<file path="src/rtl/xps2_rx_if.sv">
// Register bus between the controller and the PS/2 receiver, plus its interrupt line.
interface xps2_rx_if #(
   parameter int DATA_W = 8,
   parameter int ADDR_W = 2
);
   logic              sel;
   logic              rw_req;
   logic              rw_rnw;
   logic [ADDR_W-1:0] rw_addr;
   logic [DATA_W-1:0] data_to_wr;
   logic [DATA_W-1:0] data_to_rd;
   logic              irq;

   modport master (output sel, rw_req, rw_rnw, rw_addr, data_to_wr,
                   input  data_to_rd, irq);
   modport slave  (input  sel, rw_req, rw_rnw, rw_addr, data_to_wr,
                   output data_to_rd, irq);
endinterface

</file>
<file path="src/rtl/xps2_rx.sv">
// PS/2 keyboard receiver: deserialises device frames into a scancode FIFO that the
// program polls through DATA / STATUS / CTRL registers.
module xps2_rx #(
   parameter int DATA_W     = 8,
   parameter int ADDR_W     = 2,
   parameter int FIFO_DEPTH = 4,
   parameter int TIMEOUT    = 5000
) (
   input  logic       clk,
   input  logic       rst,
   input  logic       ps2_clk,
   input  logic       ps2_data,
   xps2_rx_if.slave   bus
);
   localparam int PW = $clog2(FIFO_DEPTH);
   localparam int CW = PW + 1;
   localparam int TW = $clog2(TIMEOUT + 1);

   typedef enum logic [1:0] {IDLE, DATA, PARITY, STOP} state_t;

   // ---------------- input conditioning
   logic [1:0] ck_s, dt_s;
   logic       ck_d, fall, bit_in;

   always_ff @(posedge clk) begin
      if (rst) begin
         ck_s <= 2'b11;
         dt_s <= 2'b11;
         ck_d <= 1'b1;
      end else begin
         ck_s <= {ck_s[0], ps2_clk};
         dt_s <= {dt_s[0], ps2_data};
         ck_d <= ck_s[1];
      end
   end

   assign fall   = ck_d & ~ck_s[1];
   assign bit_in = dt_s[1];

   // ---------------- frame FSM
   state_t          st, st_nxt;
   logic [2:0]      bcnt;
   logic [7:0]      sr;
   logic            par_q;
   logic [TW-1:0]   to_cnt;
   logic            timed_out;
   logic            shift_en, par_en, eval_en, to_clr, bcnt_clr;
   logic            par_ok;
   logic            push_pend, perr_pend, ferr_pend;

   assign timed_out = (st != IDLE) && (to_cnt == TW'(TIMEOUT));

   always_ff @(posedge clk) begin
      if (rst) st <= IDLE;
      else     st <= st_nxt;
   end

   always_comb begin
      st_nxt = st;
      case (st)
         IDLE:    if (fall && !bit_in)        st_nxt = DATA;
         DATA:    if (fall && bcnt == 3'd7)   st_nxt = PARITY;
         PARITY:  if (fall)                   st_nxt = STOP;
         STOP:    if (fall)                   st_nxt = IDLE;
         default:                             st_nxt = IDLE;
      endcase
      // a fall in the same cycle as expiry still counts as progress
      if (!fall && timed_out) st_nxt = IDLE;
   end

   always_comb begin
      shift_en = fall && (st == DATA);
      par_en   = fall && (st == PARITY);
      eval_en  = fall && (st == STOP);
      to_clr   = fall || (st == IDLE);
      bcnt_clr = (st == IDLE);
   end

   // odd parity: data bits plus parity bit carry an odd number of ones
   assign par_ok = ^{sr, par_q};

   always_ff @(posedge clk) begin
      if (rst) begin
         to_cnt    <= '0;
         bcnt      <= '0;
         sr        <= '0;
         par_q     <= 1'b0;
         push_pend <= 1'b0;
         perr_pend <= 1'b0;
         ferr_pend <= 1'b0;
      end else begin
         if (to_clr)                        to_cnt <= '0;
         else if (to_cnt != TW'(TIMEOUT))   to_cnt <= to_cnt + 1'b1;
         if (bcnt_clr)      bcnt <= '0;
         else if (shift_en) bcnt <= bcnt + 3'd1;
         if (shift_en) sr    <= {bit_in, sr[7:1]};
         if (par_en)   par_q <= bit_in;
         push_pend <= eval_en & bit_in & par_ok;
         ferr_pend <= eval_en & ~bit_in;
         perr_pend <= eval_en & ~par_ok;
      end
   end

   // ---------------- FIFO and registers
   logic [7:0]    mem [FIFO_DEPTH];
   logic [PW-1:0] wr_ptr, rd_ptr;
   logic [CW-1:0] count, cnt_nxt;
   logic          full, not_empty, rd_act, pop, push_ok, set_ovf, ctrl_wr, clr;
   logic          ovf, perr, ferr, irq_en, irq_q;
   logic [2:0]    occ;
   logic [7:0]    rd8;

   assign not_empty = (count != '0);
   assign full      = (count == CW'(FIFO_DEPTH));
   assign rd_act    = bus.sel & bus.rw_req & bus.rw_rnw;
   assign pop       = rd_act && (bus.rw_addr == ADDR_W'(0)) && not_empty;
   assign push_ok   = push_pend & (~full | pop);
   assign set_ovf   = push_pend & full & ~pop;
   assign ctrl_wr   = bus.sel && bus.rw_req && !bus.rw_rnw && (bus.rw_addr == ADDR_W'(2));
   assign clr       = ctrl_wr & bus.data_to_wr[1];
   assign cnt_nxt   = count + CW'(push_ok) - CW'(pop);

   always_ff @(posedge clk) begin
      if (push_ok) mem[wr_ptr] <= sr;
   end

   always_ff @(posedge clk) begin
      if (rst) begin
         wr_ptr <= '0;
         rd_ptr <= '0;
         count  <= '0;
         ovf    <= 1'b0;
         perr   <= 1'b0;
         ferr   <= 1'b0;
         irq_en <= 1'b0;
         irq_q  <= 1'b0;
      end else begin
         if (push_ok) wr_ptr <= wr_ptr + 1'b1;
         if (pop)     rd_ptr <= rd_ptr + 1'b1;
         count <= cnt_nxt;
         // sets take priority over a same-cycle clear
         ovf   <= set_ovf   | (ovf  & ~clr);
         perr  <= perr_pend | (perr & ~clr);
         ferr  <= ferr_pend | (ferr & ~clr);
         if (ctrl_wr) irq_en <= bus.data_to_wr[0];
         irq_q <= irq_en & (cnt_nxt != '0);
      end
   end

   assign occ = (int'(count) > 7) ? 3'd7 : 3'(count);

   always_comb begin
      rd8 = 8'h00;
      if (rd_act) begin
         case (bus.rw_addr)
            ADDR_W'(0): rd8 = not_empty ? mem[rd_ptr] : 8'h00;
            ADDR_W'(1): rd8 = {occ, ferr, perr, ovf, full, not_empty};
            ADDR_W'(2): rd8 = {7'b0, irq_en};
            default:    rd8 = 8'h00;
         endcase
      end
   end

   assign bus.data_to_rd = DATA_W'(rd8);
   assign bus.irq        = irq_q;

   logic unused_wr;
   assign unused_wr = ^bus.data_to_wr[DATA_W-1:2];
endmodule

</file>
<file path="src/flat_wrapper.sv">
// flat-port wrapper written by rule: the top's interface ports become plain ports
module xps2_rx_flat 
#(
   parameter int DATA_W     = 8,
   parameter int ADDR_W     = 2,
   parameter int FIFO_DEPTH = 4,
   parameter int TIMEOUT    = 5000
)
  (clk, rst, ps2_clk, ps2_data, bus_sel, bus_rw_req, bus_rw_rnw, bus_rw_addr, bus_data_to_wr, bus_data_to_rd, bus_irq);
  xps2_rx_if #(.DATA_W(DATA_W), .ADDR_W(ADDR_W)) bus_i ();
  input  logic clk;
  input  logic rst;
  input  logic ps2_clk;
  input  logic ps2_data;
  input wire logic [$bits(bus_i.sel)-1:0] bus_sel;
  input wire logic [$bits(bus_i.rw_req)-1:0] bus_rw_req;
  input wire logic [$bits(bus_i.rw_rnw)-1:0] bus_rw_rnw;
  input wire logic [$bits(bus_i.rw_addr)-1:0] bus_rw_addr;
  input wire logic [$bits(bus_i.data_to_wr)-1:0] bus_data_to_wr;
  output wire logic [$bits(bus_i.data_to_rd)-1:0] bus_data_to_rd;
  output wire logic [$bits(bus_i.irq)-1:0] bus_irq;
  assign bus_i.sel = bus_sel;
  assign bus_i.rw_req = bus_rw_req;
  assign bus_i.rw_rnw = bus_rw_rnw;
  assign bus_i.rw_addr = bus_rw_addr;
  assign bus_i.data_to_wr = bus_data_to_wr;
  assign bus_data_to_rd = bus_i.data_to_rd;
  assign bus_irq = bus_i.irq;
  xps2_rx #(.DATA_W(DATA_W), .ADDR_W(ADDR_W), .FIFO_DEPTH(FIFO_DEPTH), .TIMEOUT(TIMEOUT)) u_core (.clk(clk), .rst(rst), .ps2_clk(ps2_clk), .ps2_data(ps2_data), .bus(bus_i));
endmodule
</file>
<file path="config.mk">
export PLATFORM = sky130hd
export DESIGN_NAME = xps2_rx_flat
export DESIGN_NICKNAME = d
export VERILOG_FILES = /design/src/rtl/xps2_rx_if.sv /design/src/rtl/xps2_rx.sv /design/src/flat_wrapper.sv
export SDC_FILE = /design/constraint.sdc
export NUM_CORES = 1
export LEC_CHECK = 0
export ABC_CLOCK_PERIOD_IN_PS = 3800
export BUFFER_PORTS_ARGS = -buffer_cell sky130_fd_sc_hd__buf_4
export CORE_UTILIZATION = 50
export DETAILED_ROUTE_END_ITERATION = 6
export GPL_TIMING_DRIVEN = 1
export HOLD_SLACK_MARGIN = 0.12
export PLACE_DENSITY = 0.8
export SLEW_MARGIN = 15
export SYNTH_ARGS = -nofsm -noshare
export SYNTH_HDL_FRONTEND = slang
export SYNTH_SLANG_ARGS = --single-unit
</file>
<file path="constraint.sdc">
create_clock -name clk -period 3.8 [get_ports clk]
set_input_delay 0.76 -clock clk [delete_from_list [all_inputs] [get_ports clk]]
set_output_delay 0.76 -clock clk [all_outputs]
set_load 0.01 [all_outputs]
</file>
==> impl_metrics.py <==
metrics = {
    "grt": {
        "grt_antenna_before_repair": 0,
        "grtUsageTotal_pct": 17.7,
        "grt_first_pass_wirelength_um": 9800,
        "maximum_number_of_pins_on_one_net_before_global_route_repair": 31,
        "first_global_vias": 2157,
        "grt-ovfl-total": 0,
    },
    "floorplan": {
        "dieArea_um2": 7280,
        "x_dimension_of_the_die_um": 85.3,
        "floorplan.io_pins": 26,
        "start_util_pct": 53.1,
        "die_h_um": 85.3,
        "floorplan.core_area_um2": 6530,
        "rows": 29,
    },
    "pwr": {
        "p_leak_nw": 1.47,
        "power_density_nw_per_um2": 401,
        "p_int_w": 0.00118,
        "worst_ir_drop_vdd_v": 0.000290,
        "clock_power_share_pct": 34.0,
        "switching_power_w": 0.000356,
        "power_frac_seq_pct": 59.5,
        "p_sw_share_pct": 23.2,
        "power.share.combinational_pct": 6.5,
    },
    "timing": {
        "rsz_0062_raised_after_global_routing": "false",
        "final_hold_viol_count": 0,
        "slew_headroom_pct": 59.3,
        "setup_viol_count_final": 0,
        "final.hold.worst_slack_ns": 0.420,
        "fin_crit_sh_pct": 73.1,
        "period_minus_slack_ns": 2.78,
        "finClkSkew_ns": 0.00499,
        "setup_total_negative_slack_ns": 0,
        "fmaxAchievable_mhz": 360,
        "worst-slew-pin-transition_ns": 0.608,
        "report.final.slew_viol_count": 0,
    },
    "setup_path": {
        "worstSetupEndpointType": "output pin",
        "critical_path_required_ns": 3.04,
        "timing.critical_path.from_type": "flop",
        "crit-reg2reg-launch": "u_core.count[0]$_SDFF_PP0_",
        "timing.critical_path.fanout_max": 8,
        "path_class": "flop to output pin",
        "crit_arrival_ns": 2.02,
    },
    "cts": {
        "holdBufCountCts": 0,
        "tritoncts": "built",
        "clockRootBuffer": "sky130_fd_sc_hd__clkbuf_8",
        "cts_buffers": 9,
        "postCtsSetupRepairBufs": 0,
        "h-tree-depth": 3,
        "worstSkewPairLatency_ns": 0.34,
        "cts.sink_count": 81,
        "cts_repair_resized_insts": 0,
        "path_clk_slew_ns": 0.08,
        "cts-root-to-sink-buffers": 2,
    },
    "detailed_routing": {
        "detailedRoute.firstIterationViolations": 72,
        "wl_per_cell_um": 14.6,
        "dr_total_vias": 2097,
        "detail_route.vias_per_cell": 5.42,
        "detail-route-antenna-nets": 0,
        "drtPass1Iterations": 5,
        "final_routed_wirelength_across_all_metal_layers_um": 5630,
        "post-route-drc-count": 0,
    },
    "synthesis": {
        "synthDistinctLibCells": 45,
        "ys_top_cells_by_area": "sky130_fd_sc_hd__dfxtp_1, sky130_fd_sc_hd__edfxtp_1, sky130_fd_sc_hd__mux4_2, sky130_fd_sc_hd__ha_1, sky130_fd_sc_hd__mux2i_1",
        "synthesized_net_count": 315,
        "netlist.top_cell.by_area": "sky130_fd_sc_hd__dfxtp_1",
        "postSynthAreaPerCell_um2": 12.2,
        "share_of_the_synthesized_area_in_the_top_cell_type_pct": 28.3,
        "synth_enable_flop_cells": 32,
        "number_of_register_bits_inferred_by_synthesis": 81,
        "synth_ff_type": "sky130_fd_sc_hd__dfxtp_1",
        "synth.cell_area_um2": 3470,
        "synth_sequential_area_ratio_pct": 56.0,
        "synthesis.instances": 284,
        "yosysWarnings": 0,
        "synth_async_sr_flop_share_pct": 0,
    },
    "cells_and_area": {
        "antenna_cells_inserted": 0,
        "fraction_of_final_layout_cells_with_drive_strength_greater_than_1_pct": 18.1,
        "fin_area_um2": 3830,
        "layout.filler_cells": 543,
        "final_core_area_utilization_pct": 58.7,
        "finish.net_count": 336,
        "flow.area_growth_from_synthesis_pct": 10.5,
    },
    "place": {
        "place_hpwl_um": 4040,
        "port_buffers": 19,
        "gp_congestion": 0.784,
        "postPlaceCellArea_um2": 3670,
    },
    "flow_run": {
        "max_cap_viol_count": 0,
    },
    "outcome": {
        "outcome": "finished clean",
    },
    "hold_path": {
        "min_path_type": "flop to flop",
        "hp-start": "u_core.ck_s[0]$_SDFF_PP1_",
    },
}
-- routing by layer --
metal	track usage (%)	vias to the layer above	share of wire [%]
met5	0	-	0
met4	6.06	0	1.2
met3	5.54	7	3.9
met2	31.3	34	51
met1	20.4	1000	44
li1	-	1056	-
-- power by group through the flow --
stage          Sequential [W]  Combinational (W)  Clock (W)
2_1_floorplan        0.000933          0.0000752          0
3_3_place_gp         0.000935          0.0000965          0
3_5_place_dp         0.000935           0.000101          0
4_1_cts              0.000915           0.000102   0.000538
5_1_grt              0.000917           0.000115   0.000574
6_report             0.000915          0.0000993   0.000523
-- cells by family after synthesis --
group,share of synthesized area [%]
XOR/XNOR,5.45
flip-flops,56.0
adder cells (fa/ha/maj),5.27
buffers and inverters,2.49
AND/OR/NAND/NOR,15.8
AO/OA/AOI/OAI,5.16
multiplexers,9.84
-- final cells by class --
| class | count | area (um^2) | share of cell area [%] |
|---|---|---|---|
| repair buffers | 19 | 143 | 3.72 |
| flip-flops and latches | 81 | 1940 | 50.6 |
| inverters | 13 | 48.8 | 1.27 |
| clock inverters | 5 | 32.5 | 0.848 |
| well taps | 77 | 96.3 | 2.51 |
| multi-input cells | 181 | 1440 | 37.6 |
| clock buffers | 11 | 131 | 3.43 |
-- Yosys cell counts (2+ instances only) --
master,number
sky130_fd_sc_hd__a21oi_1,8
sky130_fd_sc_hd__a22o_1,6
sky130_fd_sc_hd__and2_1,5
sky130_fd_sc_hd__buf_2,3
sky130_fd_sc_hd__clkbuf_1,6
sky130_fd_sc_hd__dfxtp_1,49
sky130_fd_sc_hd__edfxtp_1,32
sky130_fd_sc_hd__ha_1,13
sky130_fd_sc_hd__inv_1,13
sky130_fd_sc_hd__mux2i_1,15
sky130_fd_sc_hd__mux4_2,8
sky130_fd_sc_hd__nand2_1,13
sky130_fd_sc_hd__nand2b_1,2
sky130_fd_sc_hd__nand3_1,11
sky130_fd_sc_hd__nor2_1,31
sky130_fd_sc_hd__nor2_2,2
sky130_fd_sc_hd__nor2b_1,4
sky130_fd_sc_hd__nor3_1,5
sky130_fd_sc_hd__nor4_1,4
sky130_fd_sc_hd__o21ai_0,5
sky130_fd_sc_hd__o311a_1,2
sky130_fd_sc_hd__or2_2,5
sky130_fd_sc_hd__or3_1,2
sky130_fd_sc_hd__or3_2,2
sky130_fd_sc_hd__xnor2_1,15
sky130_fd_sc_hd__xor2_1,4
-- sequential cells by signal (all words and copies together), names as in the netlist, 2 cells and up, named ones only --
signal / count
u_core.bcnt: 3
u_core.ck_s: 2
u_core.count: 3
u_core.dt_s: 2
u_core.mem: 32
u_core.rd_ptr: 2
u_core.sr: 8
u_core.st: 2
u_core.to_cnt: 13
u_core.wr_ptr: 2
-- path summary, 6_finish.rpt --
kind / end / cells after the start / slack, ns
setup reg to reg: u_core.bus.irq$_SDFF_PP0_ / 9 / 1.39
hold reg to reg: u_core.ck_s[1]$_SDFF_PP1_ / 1 / 0.42
hold / removal: u_core.ck_s[1]$_SDFF_PP1_ / 1 / 0.42
setup / recovery: bus_data_to_rd[0] / 4 / 1.02
-- layout by cell type (no fill, tap or decap), drive strengths merged, types with 3 or more instances in the layout --
| cell | count |
|---|---|
| xnor2 | 15 |
| a22o | 6 |
| nor4 | 4 |
| nor2 | 33 |
| nand2 | 13 |
| inv | 13 |
| or3 | 4 |
| mux4 | 8 |
| clkbuf | 11 |
| edfxtp | 32 |
| nor2b | 4 |
| and2 | 5 |
| nor3 | 6 |
| ha | 13 |
| clkinvlp | 3 |
| o21ai | 5 |
| or2 | 5 |
| a21oi | 8 |
| xor2 | 4 |
| dfxtp | 49 |
| buf | 19 |
| mux2i | 15 |
| nand3 | 11 |
-- worst max-delay path, cell delays in order, from the launching register on --
cell	delay, ns
sky130_fd_sc_hd__dfxtp_1	0.65
sky130_fd_sc_hd__mux4_2	0.57
sky130_fd_sc_hd__o21ai_0	0.21
sky130_fd_sc_hd__a21oi_1	0.10
sky130_fd_sc_hd__buf_4	0.15
-- through the flow --
| stage | instances | power, W | worst slack, ns |
|---|---|---|---|
| floorplan | 284 | 0.00101 | 1.23 |
| detailed placement | 371 | 0.00104 | 1.01 |
| global route | 387 | 0.00161 | 0.913 |
| finish | 387 | 0.00154 | 1.02 |
| global placement | 371 | 0.00103 | 1.05 |
| CTS | 387 | 0.00155 | 0.987 |
Note: power is estimated with default switching activity, not from simulation.
